`config.mk`:
```
export PLATFORM = sky130hd
export DESIGN_NAME = ads127l01_fsync_rx
export DESIGN_NICKNAME = d
export VERILOG_FILES = /design/src/rtl/ads127l01_fsync_rx.sv
export SDC_FILE = /design/constraint.sdc
export NUM_CORES = 1
export LEC_CHECK = 0
export BUFFER_PORTS_ARGS = -buffer_cell sky130_fd_sc_hd__buf_4
export CAP_MARGIN = 20
export CELL_PAD_IN_SITES_DETAIL_PLACEMENT = 2
export CELL_PAD_IN_SITES_GLOBAL_PLACEMENT = 2
export CORE_ASPECT_RATIO = 1.5
export CORE_MARGIN = 2
export CORE_UTILIZATION = 38
export DETAILED_ROUTE_END_ITERATION = 8
export GPL_TIMING_DRIVEN = 1
export PLACE_DENSITY = 0.86
export SYNTH_ARGS = -nofsm -noshare
export SYNTH_HDL_FRONTEND = slang
export SYNTH_SLANG_ARGS = --single-unit
```
`constraint.sdc`:
```
create_clock -name aclk -period 5.7 [get_ports aclk]
set_clock_uncertainty 0.05 [all_clocks]
set_input_delay 0.855 -clock aclk [delete_from_list [all_inputs] [get_ports aclk]]
set_output_delay 0.855 -clock aclk [all_outputs]
set_load 0.1 [all_outputs]
```
`src/rtl/ads127l01_fsync_rx.sv`:
```
// ADS127L01 frame-sync master-mode receiver: synchronises sck/dout/fsync, shifts 24-bit frames
// and presents sign-extended samples on a one-entry valid/ready stream. Optional macro: LPDAQ_RX_FRAME_ERR_EN.
module ads127l01_fsync_rx #(
    parameter int DATA_W      = 24,
    parameter int OUT_W       = 32,
    parameter int SYNC_STAGES = 2,
    parameter int ERR_CNT_W   = 16
) (
    input  logic                 aclk,
    input  logic                 areset,
    input  logic                 en,
    input  logic                 clr,
    input  logic                 sck,
    input  logic                 dout,
    input  logic                 fsync,
    output logic [OUT_W-1:0]     m_tdata,
    output logic                 m_tvalid,
    input  logic                 m_tready,
    output logic                 busy,
    output logic                 overrun,
    output logic [ERR_CNT_W-1:0] frame_err_cnt
);
    localparam int CNT_W = $clog2(DATA_W + 1);

    typedef enum logic [1:0] {IDLE, SHIFT, DONE} state_t;

    logic [SYNC_STAGES-1:0] sck_sync_q, sck_sync_d;
    logic [SYNC_STAGES-1:0] dout_sync_q, dout_sync_d;
    logic [SYNC_STAGES-1:0] fs_sync_q, fs_sync_d;
    logic                   sck_dly_q, sck_dly_d, fs_dly_q, fs_dly_d, dout_dly_q, dout_dly_d;
    logic                   sck_rise_q, sck_rise_d, fs_rise_q, fs_rise_d;
    state_t                 state_q, state_d;
    logic [CNT_W-1:0]       bitcnt_q, bitcnt_d;
    logic [DATA_W-1:0]      shreg_q, shreg_d;
    logic [OUT_W-1:0]       tdata_q, tdata_d;
    logic                   tvalid_q, tvalid_d;
    logic                   overrun_q, overrun_d;

    function automatic logic [OUT_W-1:0] sign_extend(input logic signed [DATA_W-1:0] x);
        return {{(OUT_W-DATA_W){x[DATA_W-1]}}, x};
    endfunction

`ifdef LPDAQ_RX_FRAME_ERR_EN
    logic                 frame_err;
    logic [ERR_CNT_W-1:0] err_cnt_q, err_cnt_d;
`endif

    always_comb begin
        sck_sync_d  = {sck_sync_q[SYNC_STAGES-2:0], sck};
        dout_sync_d = {dout_sync_q[SYNC_STAGES-2:0], dout};
        fs_sync_d   = {fs_sync_q[SYNC_STAGES-2:0], fsync};
        sck_dly_d   = sck_sync_q[SYNC_STAGES-1];
        fs_dly_d    = fs_sync_q[SYNC_STAGES-1];
        // dout takes the same extra stage as the rise detects so a shift sees the bit sampled with its edge
        dout_dly_d  = dout_sync_q[SYNC_STAGES-1];
        sck_rise_d  = sck_sync_q[SYNC_STAGES-1] & ~sck_dly_q;
        fs_rise_d   = fs_sync_q[SYNC_STAGES-1] & ~fs_dly_q;

        state_d   = state_q;
        bitcnt_d  = bitcnt_q;
        shreg_d   = shreg_q;
        tdata_d   = tdata_q;
        tvalid_d  = tvalid_q;
        overrun_d = overrun_q & ~clr;
`ifdef LPDAQ_RX_FRAME_ERR_EN
        frame_err = 1'b0;
`endif
        if (tvalid_q && m_tready) begin
            tvalid_d = 1'b0;
        end

        case (state_q)
            IDLE: begin
                if (fs_rise_q && en) begin
                    state_d  = SHIFT;
                    bitcnt_d = '0;
                    shreg_d  = '0;
                end
            end
            SHIFT: begin
                if (!en) begin
                    state_d = IDLE;
`ifdef LPDAQ_RX_FRAME_ERR_EN
                end else if (fs_rise_q) begin
                    // A new frame start mid-frame aborts the current one and restarts shifting.
                    frame_err = 1'b1;
                    bitcnt_d  = '0;
                    shreg_d   = '0;
`endif
                end else if (sck_rise_q) begin
                    shreg_d  = {shreg_q[DATA_W-2:0], dout_dly_q};
                    bitcnt_d = bitcnt_q + 1'b1;
                    if (bitcnt_q == CNT_W'(DATA_W - 1)) begin
                        state_d = DONE;
                    end
                end
            end
            DONE: begin
                state_d = IDLE;
                if (en) begin
                    if (!tvalid_q || m_tready) begin
                        tdata_d  = sign_extend(shreg_q);
                        tvalid_d = 1'b1;
                    end else begin
                        overrun_d = 1'b1;
                    end
                end
            end
            default: state_d = IDLE;
        endcase
    end

    always_ff @(posedge aclk or posedge areset) begin
        if (areset) begin
            sck_sync_q  <= '0;
            dout_sync_q <= '0;
            fs_sync_q   <= '0;
            sck_dly_q   <= 1'b0;
            fs_dly_q    <= 1'b0;
            dout_dly_q  <= 1'b0;
            sck_rise_q  <= 1'b0;
            fs_rise_q   <= 1'b0;
            state_q     <= IDLE;
            bitcnt_q    <= '0;
            shreg_q     <= '0;
            tdata_q     <= '0;
            tvalid_q    <= 1'b0;
            overrun_q   <= 1'b0;
        end else begin
            sck_sync_q  <= sck_sync_d;
            dout_sync_q <= dout_sync_d;
            fs_sync_q   <= fs_sync_d;
            sck_dly_q   <= sck_dly_d;
            fs_dly_q    <= fs_dly_d;
            dout_dly_q  <= dout_dly_d;
            sck_rise_q  <= sck_rise_d;
            fs_rise_q   <= fs_rise_d;
            state_q     <= state_d;
            bitcnt_q    <= bitcnt_d;
            shreg_q     <= shreg_d;
            tdata_q     <= tdata_d;
            tvalid_q    <= tvalid_d;
            overrun_q   <= overrun_d;
        end
    end

`ifdef LPDAQ_RX_FRAME_ERR_EN
    // A clear coinciding with a new error still leaves that error counted.
    always_comb begin
        err_cnt_d = clr ? '0 : err_cnt_q;
        if (frame_err && (err_cnt_d != '1)) begin
            err_cnt_d = err_cnt_d + 1'b1;
        end
    end

    always_ff @(posedge aclk or posedge areset) begin
        if (areset) begin
            err_cnt_q <= '0;
        end else begin
            err_cnt_q <= err_cnt_d;
        end
    end

    assign frame_err_cnt = err_cnt_q;
`else
    assign frame_err_cnt = '0;
`endif

    assign m_tdata  = tdata_q;
    assign m_tvalid = tvalid_q;
    assign overrun  = overrun_q;
    assign busy     = (state_q != IDLE);

endmodule

```
# Yosys cells after proc, flatten, opt, wreduce, memory -nomap -nowiden
# Index checks and enable logic that the tools add are counted.
# classes
n_addsub	1
multipliers	0
div_mod_pow	0
n_lt_le_gt_ge	0
eq_ne	8
n_shift	0
muxes	20
bitwise	6
n_reduce_logical	10
# ops
op	count
24-bit 2-to-1 mux	3
24-bit case mux with 2 select lines	1
5-bit 2-to-1 mux	3
5-bit case mux with 2 select lines	1
2-bit 2-to-1 mux	4
1-bit 2-to-1 mux	7
2-bit != test, second input constant	3
3-bit != test, second input constant	2
3-bit AND reduction	2
5-bit by 1-bit adder with 5-bit output, second input constant	1
5-bit == test, second input constant	1
2-bit case mux with 2 select lines	1
4-bit AND reduction	1
2-bit nonzero test	2
1-bit AND	3
1-bit inverter	3
2-bit by 1-bit == test with 1-bit output, second input constant	1
2-bit == test, second input constant	1
1-bit logical AND	2
2-bit zero test	1
1-bit zero test	1
1-bit logical OR	1
# word_totals
ff_bits	68
latch_bits	0
mem_bits_rw	0
rom_bits	0
input_bits	8
out_inout_bits	51
elab_cells	59
memories	0

# Logic depth before layout (Yosys ltp)
# logic_depth
word_depth	5
depth_mapped	6
mapped_depth_nobuf	4

# Worst setup path before layout
# OpenSTA, ideal clock, no wires.
# synth_timing
path_type	reg2out
from	register m_tdata[23] (netlist name)
to	output m_tdata[24]
t_arrival_ps	1456
required_time_ps	4795
path_slack_ps	3339
path_stages_with_launch	2
n_path_buf	1
cell_sequence	dfrtp_1 buf_4
# synth_lines
element	line_no	text
end, declared	16	output logic [OUT_W-1:0] m_tdata,

# Worst setup path in the final report
# layout_timing
from	register state_q[0]
to	output busy
# layout_between
elab_chain_len	1
# layout_rtl
element	line_no	text
start, declared	32	state_t state_q, state_d;
start signal, assigned	138	state_q <= state_d;
2-bit nonzero test	172	assign busy = (state_q != IDLE);
end, declared	19	output logic busy,
# No other way between the ends.

==> metrics.md <==
| Metric | Value |
|---|---|
| CP max FO | 10 |
| Complex-gate fraction of the synthesized area | 0.0507 |
| Count leader, synth | dfrtp_1 |
| Initial DRT Pass Iterations | 2 |
| Nets | 259 |
| Setup TNS | 0 ns |
| CP Launch Type | register |
| DRC viols | 0 |
| P&R area growth vs syn | 18.5% |
| Synth Area in Simple Gates | 0.0815 |
| Register bit total from synthesis | 68 |
| Inserted Clock Buffers | 9 |
| Worst path arrival time | approximately 1.4 ns |
| Min-delay worst type | register to register |
| Largest family of logic cells by synthesized area | multiplexers |
| Capturing point of the worst reg2reg path | m_tdata[20] |
| Chip height | 112 um |
| Drt wl/cell | approximately 17 um |
| Min Hold Slack | 0.299 ns |
| Mapped Cells | 214 |
| Layout cells sized above 1 | 0.392 |
| H-tree Lvls | 3 |
| Vias/cell | 4.80 |
| Pwr Density | 353 nW/um^2 |
| Antenna violations before repair | 0 |
| GP Congestion | 0.701 |
| Clk buf depth | 2 |
| Max cap viols | 0 |
| WL final | about 6 mm |
| Unrepaired setup endpoints after global routing | false |
| WHS Path Cells | 0 |
| Storage element area | 1700 um^2 |
| Hold_sp | sck_sync_q[0] |
| Largest cells by area after synthesis | dfrtp_1 57%, mux2_4 10%, buf_4 6.1% |
| Synth warn | 0 |
| Post-route clock period utilization | 0.395 |
| Worst skew pair latency | ~0.33 ns |
| Tot GR Track Use | 0.157 |
| Grt peak-use layer | met2 |
| Worst reg2reg path startpoint | state_q[0] |
| VDD IR max | ~0.00019 V |
| Outcome | finished, final reports clean |
| TritonCTS clock tree | yes |
| Final setup fails | 0 |
| Async set-reset flop share out of synthesis | 1.00 |
| Root buffer cell | clkbuf_16 |
| Distinct cells, synth | 34 |
| # Post-CTS Setup Buffers | 0 |
| Hold buffers post-CTS | 0 |
| Syn avg cell area | 13.8 um^2 |
| Detail Route Antenna Nets | 0 |
| Reg2Reg Setup Slack | 3.64 ns |
| Hpwl dp | between 3 and 4 mm |
| Final hold vios | 0 |
| Vias | between 1500 and 2000 |
| Chip width | ~76 um |
| Static Leak | 1.72 nW |
| Post-layout min period | 2.25 ns |
| Worst-path clk slew | 0.05 ns |
| Clock net sink count | 68 |
| Buffers on Ports | 42 |
| Met3 Use GR | 0.0514 |
| Required @ worst endpoint | 4.80 ns |
| Vias in the first global route | between 1500 and 2000 |
| Xor and xnor area share after synthesis | 0 |
| Finished Core Util | 0.461 |
| Starting Density | 0.389 |
| Die area | 8530 um^2 |
| Mux cell area share after synthesis | 0.171 |
| Diode count | 0 |
| Ys flop type | dfrtp_1 |
| Placed Instance Area | 3180 um^2 |
| First-pass GRT wire length | 10.2 mm |
| Hold Path End | sck_sync_q[1] |
| Maximum operating frequency | around 440 MHz |
| Violation count after the first detailed-route iteration | 69 |
| Core area | around 7600 um^2 |
| I/O pins | 59 |
| Worst setup EP type | primary output |
| M1 GR Usage | 0.169 |
| Worst Setup Path Type | register to primary output |
| Pin count of the biggest net entering global routing | 69 |
| GRT overflow | 0 |
| Top cells by count, synth | 68 x dfrtp_1, 24 x buf_4, 20 x mux2_4 |
| Slew @ Worst Pin | between 0.9 and 1 ns |
| Netlist Area Pre-Place | approximately 3000 um^2 |
| R2R cell count | 3 |
| Final instance area | roughly 3500 um^2 |
| Post-Synth Adder-Cell Area | 0.00422 |
| Met2 Use GR | 0.277 |
| Multi-input gate area | 976 um^2 |
| Core Rows | 39 |
| Post-CTS Resized | 0 |
| Slew Viols, Final | 0 |
| FILL cells | 770 |
| Share of the synthesized area in the top cell type | 0.575 |
| Power, Total | 1.24 mW |
| Sequential element share of the synthesized area | 0.575 |
| Post-synth top area cell | dfrtp_1 |
| Post-synth EDFFs | 0 |
| Rel. slew slack | 0.360 |
==> worst max-delay path by stage <==
stage	start	to	slack, ns
6_report	state_q[0]	busy	3.45
5_1_grt	state_q[0]	busy	3.41
4_1_cts	state_q[0]	busy	3.43
3_5_place_dp	m_tready	m_tdata[20]	3.16
3_3_place_gp	m_tready	m_tdata[22]	3.27
2_1_floorplan	areset	bitcnt_q[0]	3.08
==> registers in the layout, summed over array words and instances (netlist names) <==
register and cells:
fs_sync_q 2, fs_rise_q 1, bitcnt_q 5, sck_rise_q 1, state_q 2, sck_dly_q 1, shreg_q 24, dout_sync_q 2
m_tdata 24, overrun 1, fs_dly_q 1, m_tvalid 1, dout_dly_q 1, sck_sync_q 2
==> through the flow <==
stage	std cells	setup slack, ns
6_report	357	3.45
5_1_grt	357	3.41
4_1_cts	357	3.43
3_5_place_dp	341	3.16
3_3_place_gp	341	3.27
2_1_floorplan	229	3.08
==> where the power goes <==
| part | internal [mW] | switching, mW |
|---|---|---|
| clock | 0.394 | 0.209 |
| combinational | 0.0235 | 0.101 |
| sequential | 0.498 | 0.0137 |
| total | 0.915 | 0.324 |
==> metal layers <==
layer	up-vias	share of wire
li1	755	-
met5	-	0
met3	12	0.054
met4	0	0.021
met1	894	0.39
met2	51	0.54
==> cells by family after synthesis <==
family	after synthesis
muxes	40
buffers and inverters	48
other	1
adders and majority gates	1
and+or+nand+nor	40
DFF	68
AOI/OAI and AO/OA	16
==> layout by cell type, fill, tap and decap left out, types with 2 or more instances in the layout <==
master and count:
buf_4 43, inv_1 14, nand4_1 2, a22o_1 4, nor3_1 2, mux2_2 5, clkbuf_16 9, nand2b_1 2
nand3_1 2, mux2_4 20, nand2_1 19, clkinvlp_4 3, bufinv_16 2, mux2i_1 15, dfrtp_1 68, conb_1 16
a22o_2 8, nor2b_1 2, nand2b_4 2
==> cell type report <==
class                      instances  area share
inverter                          15      0.0160
timing repair buffer              43      0.0919
sequential                        68       0.485
tap                              102      0.0364
multi-input combinational        113       0.278
clock inverter                     6      0.0249
clock buffer                      10      0.0681
==> worst max-delay path, stage by stage, from the launching register on <==
cell and delay, ns:
dfrtp_1 0.47, or2_2 0.31, buf_4 0.23
Power figures use the tool's default switching activity.
